<file path="config.mk">
export PLATFORM = sky130hd
export DESIGN_NAME = hw_sw_mailbox
export DESIGN_NICKNAME = d
export VERILOG_FILES = /design/src/rtl/hw_sw_mailbox.sv
export SDC_FILE = /design/constraint.sdc
export NUM_CORES = 1
export LEC_CHECK = 0
export CORE_MARGIN = 3
export CORE_UTILIZATION = 60
export CTS_CLUSTER_SIZE = 40
export DETAILED_ROUTE_END_ITERATION = 6
export PLACE_DENSITY = 0.8
export REMOVE_ABC_BUFFERS = 1
export SETUP_SLACK_MARGIN = 0.5
export SYNTH_ARGS = -nofsm -noshare
export SYNTH_HDL_FRONTEND = slang
export SYNTH_SLANG_ARGS = --single-unit
</file>
<file path="constraint.sdc">
create_clock -name clk -period 11 [get_ports clk]
set_clock_uncertainty 0.1 [all_clocks]
set_input_delay 2.2 -clock clk [delete_from_list [all_inputs] [get_ports clk]]
set_output_delay 2.2 -clock clk [all_outputs]
set_load 0.01 [all_outputs]
</file>
<file path="src/rtl/hw_sw_mailbox.sv">
// Multi-channel SW->HW mailbox: per-channel request/ack FSMs feed a round-robin
// arbiter that pushes channel-tagged messages into one shared FIFO.
module hw_sw_mailbox #(
    parameter  int NUM_CH  = 4,
    parameter  int DATA_W  = 16,
    parameter  int DEPTH   = 8,
    parameter  int TIMEOUT = 1024,
    localparam int CH_W    = (NUM_CH > 1) ? $clog2(NUM_CH) : 1,
    localparam int CNT_W   = $clog2(DEPTH) + 1
) (
    input  logic                     clk,
    input  logic                     reset,
    input  logic [2*NUM_CH-1:0]      to_hw_sig,
    input  logic [DATA_W*NUM_CH-1:0] to_hw_data,
    output logic [2*NUM_CH-1:0]      to_sw_sig,
    output logic                     msg_valid,
    input  logic                     msg_ready,
    output logic [DATA_W-1:0]        msg_data,
    output logic [CH_W-1:0]          msg_ch,
    output logic [CNT_W-1:0]         fifo_count,
    output logic [NUM_CH-1:0]        err_flags,
    input  logic [NUM_CH-1:0]        err_clr
);
    localparam int PTR_W = $clog2(DEPTH);
    localparam int TMO_W = (TIMEOUT > 1) ? $clog2(TIMEOUT) : 1;

    typedef enum logic [2:0] {
        S_WAIT,
        S_PEND,
        S_ACKED,
        S_DRAIN,
        S_ERR
    } state_t;

    state_t            r_state [NUM_CH];
    state_t            w_next  [NUM_CH];
    logic [TMO_W-1:0]  r_tcnt  [NUM_CH];
    logic [1:0]        w_sig   [NUM_CH];
    logic [DATA_W-1:0] w_data  [NUM_CH];
    logic [NUM_CH-1:0] w_tmo;
    logic [NUM_CH-1:0] w_req;
    logic [NUM_CH-1:0] w_set_err;
    logic [NUM_CH-1:0] r_err;

    logic [CH_W-1:0]   r_rr_ptr;
    logic [CH_W-1:0]   w_idx;
    logic [CH_W-1:0]   w_grant_ch;
    logic              w_grant_vld;
    logic              w_pop;
    logic              w_push_ok;

    logic [DATA_W-1:0] r_mem_data [DEPTH];
    logic [CH_W-1:0]   r_mem_ch   [DEPTH];
    logic [PTR_W-1:0]  r_wptr;
    logic [PTR_W-1:0]  r_rptr;
    logic [CNT_W-1:0]  r_count;

    for (genvar k = 0; k < NUM_CH; k++) begin : g_ch
        assign w_sig[k]  = to_hw_sig[2*k +: 2];
        assign w_data[k] = to_hw_data[DATA_W*k +: DATA_W];
        // An illegal code on a pending channel withdraws it from arbitration.
        assign w_req[k]  = (r_state[k] == S_PEND) && (w_sig[k] != 2'b11);
        if (TIMEOUT > 0) begin : g_tmo
            assign w_tmo[k] = (r_tcnt[k] == TMO_W'(TIMEOUT - 1));
        end else begin : g_no_tmo
            assign w_tmo[k] = 1'b0;
        end
    end

    always_comb begin
        w_pop       = msg_ready && (r_count != '0);
        w_push_ok   = (r_count != CNT_W'(DEPTH)) || w_pop;
        w_grant_vld = 1'b0;
        w_grant_ch  = '0;
        w_idx       = '0;
        for (int i = 0; i < NUM_CH; i++) begin
            w_idx = CH_W'((int'(r_rr_ptr) + i) % NUM_CH);
            if (!w_grant_vld && w_push_ok && w_req[w_idx]) begin
                w_grant_vld = 1'b1;
                w_grant_ch  = w_idx;
            end
        end
    end

    always_ff @(posedge clk or negedge reset) begin
        if (!reset) begin
            for (int k = 0; k < NUM_CH; k++) begin
                r_state[k] <= S_WAIT;
                r_tcnt[k]  <= '0;
            end
        end else begin
            for (int k = 0; k < NUM_CH; k++) begin
                r_state[k] <= w_next[k];
                if (((r_state[k] == S_ACKED) || (r_state[k] == S_DRAIN)) && (w_next[k] == r_state[k]))
                    r_tcnt[k] <= r_tcnt[k] + TMO_W'(1);
                else
                    r_tcnt[k] <= '0;
            end
        end
    end

    always_comb begin
        w_set_err = '0;
        for (int k = 0; k < NUM_CH; k++) begin
            w_next[k] = r_state[k];
            if ((w_sig[k] == 2'b11) && (r_state[k] != S_ERR)) begin
                w_next[k]    = S_ERR;
                w_set_err[k] = 1'b1;
            end else begin
                case (r_state[k])
                    S_WAIT:  if (w_sig[k] == 2'b10) w_next[k] = S_PEND;
                    S_PEND:  if (w_grant_vld && (w_grant_ch == CH_W'(k))) w_next[k] = S_ACKED;
                    S_ACKED: begin
                        if (w_sig[k] == 2'b01) begin
                            w_next[k] = S_DRAIN;
                        end else if (w_tmo[k]) begin
                            w_next[k]    = S_ERR;
                            w_set_err[k] = 1'b1;
                        end
                    end
                    S_DRAIN: begin
                        if (w_sig[k] == 2'b00) begin
                            w_next[k] = S_WAIT;
                        end else if (w_tmo[k]) begin
                            w_next[k]    = S_ERR;
                            w_set_err[k] = 1'b1;
                        end
                    end
                    S_ERR:   if (w_sig[k] == 2'b00) w_next[k] = S_WAIT;
                    default: w_next[k] = S_WAIT;
                endcase
            end
        end
    end

    always_comb begin
        to_sw_sig = '0;
        for (int k = 0; k < NUM_CH; k++) begin
            case (r_state[k])
                S_PEND:  to_sw_sig[2*k +: 2] = 2'b01;
                S_ACKED: to_sw_sig[2*k +: 2] = 2'b10;
                S_ERR:   to_sw_sig[2*k +: 2] = 2'b11;
                default: to_sw_sig[2*k +: 2] = 2'b00;
            endcase
        end
    end

    // A new error in the same cycle wins over a software clear.
    always_ff @(posedge clk or negedge reset) begin
        if (!reset)
            r_err <= '0;
        else
            r_err <= w_set_err | (r_err & ~err_clr);
    end

    always_ff @(posedge clk or negedge reset) begin
        if (!reset) begin
            r_rr_ptr <= '0;
        end else if (w_grant_vld) begin
            if (w_grant_ch == CH_W'(NUM_CH - 1))
                r_rr_ptr <= '0;
            else
                r_rr_ptr <= w_grant_ch + CH_W'(1);
        end
    end

    // Storage needs no reset: pointers and count define what is valid.
    always_ff @(posedge clk) begin
        if (w_grant_vld) begin
            r_mem_data[r_wptr] <= w_data[w_grant_ch];
            r_mem_ch[r_wptr]   <= w_grant_ch;
        end
    end

    always_ff @(posedge clk or negedge reset) begin
        if (!reset) begin
            r_wptr  <= '0;
            r_rptr  <= '0;
            r_count <= '0;
        end else begin
            if (w_grant_vld)
                r_wptr <= r_wptr + PTR_W'(1);
            if (w_pop)
                r_rptr <= r_rptr + PTR_W'(1);
            case ({w_grant_vld, w_pop})
                2'b10:   r_count <= r_count + CNT_W'(1);
                2'b01:   r_count <= r_count - CNT_W'(1);
                default: r_count <= r_count;
            endcase
        end
    end

    assign msg_valid  = (r_count != '0);
    assign msg_data   = r_mem_data[r_rptr];
    assign msg_ch     = r_mem_ch[r_rptr];
    assign fifo_count = r_count;
    assign err_flags  = r_err;

endmodule

</file>
## Word-level counts from Yosys, hierarchy flattened

Memory sizes are Yosys's and may differ from the RTL's.
Index checks and enable logic that the tools add are counted.

| operators by class | value |
|---|---|
| add/sub/neg operators | 12 |
| order comparisons | 5 |
| eq/ne operators | 50 |
| mux-type cells | 83 |
| bitwise logic cells | 4 |
| reduce and logical (&&, ||, !) cells | 43 |

Operator list:

| operator | count |
|---|---|
| $mux 3 | 28 |
| $pmux 3 s5 | 4 |
| $add 10x1->10 const B | 4 |
| $eq 10x10->1 const B | 4 |
| $mux 10 | 4 |
| $bmux 16 s2 | 1 |
| $mux 16 | 2 |
| $mux 1 | 26 |
| $eq 3x2->1 const B | 8 |
| $logic_and 1x1->1 | 24 |
| $pmux 2 s3 | 4 |
| $eq 2x2->1 const B | 11 |
| $eq 2x1->1 const B | 6 |
| $eq 3x1->1 const B | 4 |
| $eq 3x3->1 | 4 |
| $eq 3x3->1 const B | 4 |
| $logic_not 3->1 | 4 |
| $lt 2x3->1 const B | 4 |
| $ne 3x3->1 const B | 4 |
| $logic_not 2->1 | 5 |
| $mux 2 | 5 |
| $bmux 1 s2 | 4 |
| $ne 2x2->1 const B | 4 |
| $pmux 1 s2 | 4 |
| other kinds (16) | 25 |

| storage, ports and cells | value |
|---|---|
| bits in registers | 68 |
| bits in writable memories | 144 |
| input bits | 79 |
| word-level logic and storage cells | 212 |
| memories | 2 |

Memory list:

| memory | words | width | rd ports | clocked after Yosys merged registers in | wr ports | RTL line | text |
|---|---|---|---|---|---|---|---|
| r_mem_data | 8 | 16 | 1 | 0 | 1 | 52 | `logic [DATA_W-1:0] r_mem_data [DEPTH];` |
| r_mem_ch | 8 | 2 | 1 | 0 | 1 | 53 | `logic [CH_W-1:0] r_mem_ch [DEPTH];` |

## Longest topological paths before layout

Gate-level depths: netlist (run 1).

| depth | value |
|---|---|
| depth in word-level cells | 26 |
| gate-level depth with buffers | 15 |

## Worst setup path before layout (run 1)

OpenSTA, ideal clock, no wires.

| timing path | value |
|---|---|
| path type | input port to flip-flop |
| start point | in to_hw_sig[0] |
| end point | mem r_mem_ch[0][0] (netlist name), enable pin |
| library setup time | 0.439 ns |
| data arrival time | 5.448 ns |
| data required time | 10.461 ns |
| setup slack | 5.013 ns |
| stages | 9 |
| path buffers | 2 |
| path through | buf_2 nand2_1 a2111o_1 a211oi_2 a21oi_1 nand3_1 buf_2 inv_1 nor4_1 |

| on the way | value |
|---|---|
| word-level cells in the longest chain between the ends | 20 |
| elaborated cells between the ends (all ways) | 26 |
| classes of those cells | eq/ne: 1; mux: 14; reduce/logical: 11 |

RTL lines:

| element | RTL line | text |
|---|---|---|
| start: declaration | 13 | `input logic [2*NUM_CH-1:0] to_hw_sig,` |
| $ne 2x2->1 * | 62 | `assign w_req[k] = (r_state[k] == S_PEND) && (w_sig[k] != 2'b11);` |
| $logic_and 1x1->1 * | 62 |  |
| $bmux 1 s2 | 78 | `if (!w_grant_vld && w_push_ok && w_req[w_idx]) begin` |
| $mux 1 (implied by the code) | 78 |  |
| $logic_and 1x1->1 | 78 |  |
| $mux 1 | 78 |  |
| $logic_not 1->1 | 78 |  |
| $logic_and 1x1->1 (2 in a row) | 78 |  |
| $mux 1 | 78 |  |
| $logic_not 1->1 | 78 |  |
| $logic_and 1x1->1 (2 in a row) | 78 |  |
| $mux 1 | 78 |  |
| $logic_not 1->1 | 78 |  |
| $logic_and 1x1->1 (2 in a row) | 78 |  |
| $mux 1 * | 78 |  |
| $mux 1 * | 169 | `if (w_grant_vld) begin` |
| $mux 1 (implied by the code) * | 171 | `r_mem_ch[r_wptr] <= w_grant_ch;` |
| end: declaration | 53 |  |

Every way passes the cells marked *; elsewhere a longest branch is shown, timed or not. The select of a mux whose other input is x is not followed.

## Worst setup path after layout (run 1)

| timing path | value |
|---|---|
| start point | in to_hw_sig[2] |
| end point | reg r_tcnt[37] (netlist name) |

| on the way | value |
|---|---|
| word-level cells in the longest chain between the ends | 26 |
| elaborated cells between the ends (all ways) | 36 |
| classes of those cells | eq/ne: 2; mux: 20; reduce/logical: 14 |

RTL lines:

| element | RTL line | text |
|---|---|---|
| $ne 2x2->1 * | 62 |  |
| $logic_and 1x1->1 * | 62 |  |
| $bmux 1 s2 | 78 |  |
| $mux 1 (implied by the code) | 78 |  |
| $logic_and 1x1->1 | 78 |  |
| $mux 1 | 78 |  |
| $logic_not 1->1 | 78 |  |
| $logic_and 1x1->1 (2 in a row) | 78 |  |
| [... 9 more ...] | n/a |  |
| net w_grant_ch[1] | 47 | `logic [CH_W-1:0] w_grant_ch;` |
| $logic_not 2->1 * | 112 | `S_PEND: if (w_grant_vld && (w_grant_ch == CH_W'(k))) w_next[k] = S_ACKED;` |
| $logic_and 1x1->1 * | 112 |  |
| $mux 3 * | 112 |  |
| $pmux 3 s5 * | 110 | `case (r_state[k])` |
| $mux 3 * | 106 | `if ((w_sig[k] == 2'b11) && (r_state[k] != S_ERR)) begin` |
| $eq 3x3->1 * | 94 | `if (((r_state[k] == S_ACKED) \|\| (r_state[k] == S_DRAIN)) && (w_next[k] == r_state[k]))` |
| $logic_and 1x1->1 * | 94 |  |
| $mux 10 * | 94 |  |
| end signal: indexed assignment | 95 | `r_tcnt[k] <= r_tcnt[k] + TMO_W'(1);` |
| end: declaration | 37 | `logic [TMO_W-1:0] r_tcnt [NUM_CH];` |

Mark *: on every way through the listed nets, which the timed path passes. The rest lies on a longest branch. The select of a mux whose other input is x is not followed.
A chain may end at the register's enable or synchronous reset.

==> results.ini, run 1 <==
[status]
run_status = finished clean

[finish]
fin_nets = 960
area_growth_syn_to_layout_pct = 19.6
n_antenna_cell = 0
postLayoutCellArea_um2 = 12100
drive_gt1_frac = 0.134
fillers = 1015

[cts]
cts-root-buf = clkbuf_16
cts_sinks = 212
path_clk_slew_ns = 0.06
cts_max_path_buffers = 3
clock_latency_ns = 0.49
cts-hold-fix-buffers = 0
numCtsBuffers = 21
htreeDepth = 1
cts_tree = yes
cts_setup_buffers = 0
cts_resized = 0

[setup_path]
end_kind = flip-flop
cp-start-kind = primary input
crit_path_cell_trace = clkdlybuf4s50_1, a21o_1, o211ai_1, a211oi_2, a31oi_1, and3_1, nor2_1, inv_1, ha_1, nand2_1, a31oi_1, a31oi_2, nor3_1
cpMostUsedCell = a31oi_1
cp_slowest_stage_delay_ns = 1.06
crit_arrival_ns = 6.54
crit_path_max_fanout = 33
critPathKind = primary input to flip-flop
worst_ep_required_time_ns = 11.29
slowest_stage = and3_1

[timing]
fmaxAchievable_ghz = 0.160
rsz0062_at_grt = no
setup_viol = 0
drv_slew = 0
period_minus_slack_ns = 6.25
final.setup.tns_ns = 0
post-route-period-util = 0.568
hold_violations = 0
relSlewSlack = 0.171
tightestPinTransition_ns = 1.24

[job]
max-cap-violations = 0

[power_and_ir_drop]
switching_power_mw = 1.17
power_frac_clock = 0.215
ir_worst_vdd_mv = 0.188
leakage_nw = 4.28
switching_share = 0.341
p_comb_frac = 0.393
pwr_density_cell_nw_per_um2 = 284
intPower_mw = 2.27
seq_power_share = 0.393

[detailed_routing]
wl_mm = 23.0
vias = 6873
dr.pass1.iters = 5
drt_iter0_markers = 482
wire_per_inst_um = 21.0
ant_nets = 0
drc = 0
avgViaCountPerCell = 6.27

[global_routing]
grt_pass1_wl_mm = 36.1
antenna_found_initial = 0
track_usage = 0.250
grt_pass1_vias = 6902
grt_max_degree = 69
grt.overflow.total = 0

[yosys]
synthMostInstantiatedCell = edfxtp_1
synth_area_um2 = 10100
synth_edf_count = 144
synth.distinct_cells = 65
yosys-top-cells-area = edfxtp_1, dfrtp_1, mux4_2
ys.flop_type = edfxtp_1
netlist_instances = 767
synth_warnings = 0
yosysTopAreaCell = edfxtp_1
netlist_top_cells_count = edfxtp_1, dfrtp_1, nor2_1
yosys.area.top_type_share = 0.427
ys_seq_area_frac = 0.596
synthArstFlopShare = 0.321
synth-seq-cells = 212
syn_avg_cell_area_um2 = 13.2

[worst_hold_path]
hold_path.class = flip-flop to flip-flop

[floorplanning]
ios = 114
dieArea_um2 = 18500
std_cell_rows = 46
die_h_um = 136
start_util = 0.626
die_w_um = 136
fp.coreArea_um2 = 16200

[placement]
place.gp.congestion = 0.954
place_area_um2 = 11400
numPortBuffers = 113
dpl.hpwl_mm = 14.2

## path summary, 6_finish.rpt
kind	startpoint	endpoint	slack, ns	cells after the start
max reg2reg	r_state[9]	r_tcnt[37]	6.36	12
min	r_tcnt[0]	r_tcnt[0]	0.38	1
min reg2reg	r_tcnt[0]	r_tcnt[0]	0.38	1
max	to_hw_sig[2]	r_tcnt[37]	4.75	13
max in group asynchronous	reset	r_rptr[0]	8.40	2
min in group asynchronous	reset	r_tcnt[3]	1.79	2
## worst max-delay path, delay by kind of cell
kind                     cells  cell delay (ns)
AND/OR/NAND/NOR              4             1.79
AO/OA/AOI/OAI                6             1.56
buffers and inverters        2             0.81
adder cells (fa/ha/maj)      1             0.18
## cells in the final DEF, fill, tap and decap left out, types with 3 or more instances in the layout
master,count
clkdlybuf4s50_1,112
clkbuf_1,3
nor3_1,15
dfrtp_1,67
a21o_1,10
nand2b_1,14
xnor2_1,33
mux2_2,22
nand2_1,29
a221oi_1,3
o211ai_1,4
nor3b_1,3
a31oi_1,43
o31a_1,3
xor2_1,16
clkbuf_16,21
bufinv_16,4
nand3b_1,3
ha_1,13
a211oi_1,3
edfxtp_1,144
and3b_1,3
inv_1,19
a21oi_1,19
o21ai_0,51
a22oi_1,16
buf_4,11
nand3_1,25
clkinv_2,3
nor2_1,62
o221ai_1,3
nor2b_1,8
mux4_2,36
and3_1,12
## power by group through the flow
stage,sequential (mW),clock (mW),combinational [mW]
2_1_floorplan,1.36,0,0.799
3_5_place_dp,1.36,0,1.35
6_report,1.35,0.737,1.35
3_3_place_gp,1.34,0,1.29
4_1_cts,1.35,0.749,1.36
5_1_grt,1.37,0.780,1.47
## state kept, by name (all words and copies together) (netlist names)
| name | cells |
|---|---|
| err_flags | 4 |
| fifo_count | 4 |
| r_mem_ch | 16 |
| r_mem_data | 128 |
| r_rptr | 3 |
| r_rr_ptr | 2 |
| r_state | 12 |
| r_tcnt | 40 |
| r_wptr | 3 |
## layout make-up
cell class	instances	area (um2)	area share
sequential	212	6030	0.498
multi-input combinational	488	3810	0.314
timing repair buffer	124	1210	0.0999
clock buffer	24	537	0.0443
tap	216	270	0.0223
clock inverter	12	168	0.0139
inverter	20	87.6	0.00724
## per-layer routing
| layer | track usage | share of wire | wire, um | vias to the layer above |
|---|---|---|---|---|
| met5 | 0 | 0 | 0 | - |
| met4 | 0.0801 | 0.027 | 616 | 0 |
| met3 | 0.0389 | 0.067 | 1530 | 51 |
| met2 | 0.446 | 0.52 | 11900 | 271 |
| met1 | 0.317 | 0.39 | 8980 | 3419 |
| li1 | - | - | - | 3132 |
## metrics by stage
stage | power (mW) | hold slack [ns] | util | worst slack (ns) | std cells
final | 3.44 | 0.384 | 0.748 | 4.75 | 1096
after global routing | 3.61 | 0.414 | 0.748 | 4.35 | 1096
after CTS | 3.46 | 0.387 | 0.748 | 4.82 | 1096
after detailed placement | 2.70 | 0.379 | 0.705 | 4.33 | 1060
after global placement | 2.63 | 0.371 | 0.705 | 4.67 | 1060
after floorplan | 2.16 | 0.355 | - | 5.17 | 720
## logic make-up after synthesis
| family | after synthesis | synth area share |
|---|---|---|
| flip-flops | 212 | 0.596 |
| AND/OR/NAND/NOR | 184 | 0.0890 |
| buffers and inverters | 67 | 0.0310 |
| AO/OA/AOI/OAI | 182 | 0.118 |
| XOR/XNOR | 49 | 0.0424 |
| multiplexers | 59 | 0.106 |
| adder cells (fa/ha/maj) | 14 | 0.0181 |
Power figures use the tool's default switching activity.
==> run 2, diff against run 1 <==
- CORE_UTILIZATION: 60 -> 57
- PLACE_DENSITY: 0.8 -> 0.77
- clock period: 11 -> 5.9 ns (I/O delays scaled with it)
==> run 2 against run 1 <==
  * Worst hold slack lost 0.0016 ns
  * Setup slack lost 3.3 ns
  * Count of clock-buffer cells in the layout is the same
  * Sequential share of layout area shrank 0.47 points
  * Cell count grew 1.7%
  * First-iteration DRC count shrank 10%
  * Clock power grew 95%
  * Via count grew 1.1%
  * Highest routed layer is now met5
  * Critical path type unchanged
  * Design area grew 0.95%
==> results.ini, run 2 (synthesis results as in run 1) <==
[cts]
clock_latency_ns = 0.50  ; about the same
htreeDepth = 1  ; unchanged
cts_max_path_buffers = 3  ; unchanged
cts_tree = yes
cts_sinks = 212  ; unchanged
cts-hold-fix-buffers = 0  ; unchanged
cts-root-buf = clkbuf_16
numCtsBuffers = 22  ; +4.8%
cts_setup_buffers = 0  ; unchanged
cts_resized = 0  ; unchanged
path_clk_slew_ns = 0.06  ; about the same

[finish]
fillers = 1128  ; +11%
drive_gt1_frac = 0.143  ; +0.00861
postLayoutCellArea_um2 = 12200  ; +0.95%
largest_reg_flops = 128  ; unchanged
top_register = r_mem_data
area_growth_syn_to_layout_pct = 20.8
most-common-layout-cells = edfxtp_1, clkdlybuf4s50_1, dfrtp_1, nor2_1, o21ai_0
final_util = 0.704  ; -0.0444
fin_nets = 968  ; +0.83%
reg_top3 = r_mem_data x128, r_tcnt x40, r_mem_ch x16
n_antenna_cell = 0  ; unchanged
stdcell_count = 1115  ; +1.7%
final_common_cell = edfxtp_1

[global_routing]
grt_max_degree = 60  ; -13%
track_usage = 0.233  ; -0.0175
grt.overflow.total = 0  ; unchanged
grt_pass1_wl_mm = 36.5  ; +0.90%
antenna_found_initial = 2  ; +2
grt_pass1_vias = 6900  ; -0.029%

[timing]
period_minus_slack_ns = 4.49
rsz0062_at_grt = no
drv_slew = 0  ; unchanged
setup_viol = 0  ; unchanged
tightestPinTransition_ns = 1.10  ; -0.139 ns
relSlewSlack = 0.264  ; +0.0927
final.setup.tns_ns = 0  ; unchanged
post-route-period-util = 0.760
hold_violations = 0  ; unchanged
fmaxAchievable_ghz = 0.223

[detailed_routing]
wire_per_inst_um = 20.5  ; -2.0%
ant_nets = 0  ; unchanged
drt_iter0_markers = 433  ; -10%
vias = 6950  ; +1.1%
dr.pass1.iters = 7  ; +2
drc = 0  ; unchanged
avgViaCountPerCell = 6.23  ; -0.60%
wl_mm = 22.9  ; -0.31%

[setup_path]
critPathTopFamily = compound AO/OA/AOI/OAI gates
timing.critical_path.buf_inv = 4  ; +2
cp_slowest_stage_delay_ns = 0.59  ; -0.47 ns
worst_ep_required_time_ns = 6.16  ; -5.13 ns
crit_path_cell_trace = clkdlybuf4s50_1, a21o_1, or2_1, o31ai_1, a31oi_1, and3_1, buf_4, nor2_1, buf_4, inv_1, ha_1, nand2_1, a31oi_1, a31oi_2, nor3_1
cp-start-kind = primary input
end_kind = flip-flop
crit_path_max_fanout = 33  ; unchanged
crit_arrival_ns = 4.74  ; -1.80 ns
slowest_stage = clkdlybuf4s50_1
critPathKind = primary input to flip-flop

[placement]
place_area_um2 = 11500  ; +0.54%
numPortBuffers = 113  ; unchanged
place.gp.congestion = 0.930  ; -2.5%
place_inst = 1076  ; +1.5%
dpl.hpwl_mm = 14.6  ; +2.9%

[power_and_ir_drop]
power_frac_clock = 0.223  ; +0.008
intPower_mw = 4.30  ; +90%
switching_share = 0.336  ; -0.00496
pwr_density_cell_nw_per_um2 = 530  ; +87%
ir_worst_vdd_mv = 0.291  ; +55%
leakage_nw = 4.34  ; +1.4%
seq_power_share = 0.389  ; -0.004
p_comb_frac = 0.388  ; -0.005
switching_power_mw = 2.17  ; +86%

[floorplanning]
die_w_um = 139  ; +2.5%
dieArea_um2 = 19400  ; +5.0%
fp.coreArea_um2 = 17400  ; +7.3%
die_h_um = 139  ; +2.5%
start_util = 0.583  ; -0.0427
std_cell_rows = 48  ; +4.3%
ios = 114  ; unchanged

[job]
max-cap-violations = 0  ; unchanged

[status]
run_status = finished clean

[worst_hold_path]
hold_path.class = flip-flop to flip-flop

==> run 2: changes by cell type in the layout (fill, tap and decap cells not counted) <==
cell	delta
clkbuf_16	+2
clkinv_1	+2
buf_4	+7
clkinv_4	-1
clkinvlp_4	+1
nor2_1	+1
clkbuf_1	-2
nor2_2	-1
clkinvlp_2	+1
==> run 2: path summary, 6_finish.rpt <==
| check | startpoint | to | slack, ns | depth (start not counted) |
|---|---|---|---|---|
| setup / recovery | to_hw_sig[6] | r_tcnt[34] | 1.41 | 15 |
| hold / removal | r_tcnt[10] | r_tcnt[10] | 0.38 | 1 |
| setup reg to reg | r_state[9] | r_tcnt[34] | 2.04 | 14 |
| hold reg to reg | r_tcnt[10] | r_tcnt[10] | 0.38 | 1 |
| max in group asynchronous | reset | r_state[3] | 4.25 | 2 |
| min in group asynchronous | reset | r_tcnt[21] | 0.43 | 1 |
==> run 2: through the flow <==
step           worst slack, ns  power (mW)  hold WS (ns)
2_1_floorplan             1.09        4.02         0.355
3_3_place_gp              1.10        4.92         0.365
3_5_place_dp             0.930        5.05         0.378
4_1_cts                   1.37        6.52         0.386
5_1_grt                   1.15        6.82         0.409
6_report                  1.41        6.48         0.382
==> run 2: layout make-up <==
type	count	area (um2)	share of cell area
sequential	212	6030	0.493
multi-input combinational	488	3800	0.311
timing repair buffer	131	1260	0.103
clock buffer	24	579	0.0474
tap	225	282	0.0230
clock inverter	15	179	0.0146
inverter	20	87.6	0.00717
==> run 2: power by group through the flow <==
| stage | Clock (mW) | Sequential (mW) | Combinational (mW) |
|---|---|---|---|
| after detailed placement | 0 | 2.54 | 2.51 |
| after CTS | 1.47 | 2.52 | 2.54 |
| after global placement | 0 | 2.51 | 2.41 |
| final | 1.44 | 2.52 | 2.51 |
| after floorplan | 0 | 2.53 | 1.49 |
| after global routing | 1.53 | 2.55 | 2.74 |
==> run 2: layer usage <==
metal,wire length [um],GRT usage,up-vias,part of all wire
met5,27,0,-,0.0012
met4,650,0.0798,4,0.028
met3,1540,0.0392,57,0.067
met2,11400,0.391,286,0.50
met1,9300,0.313,3456,0.41
li1,-,-,3147,-
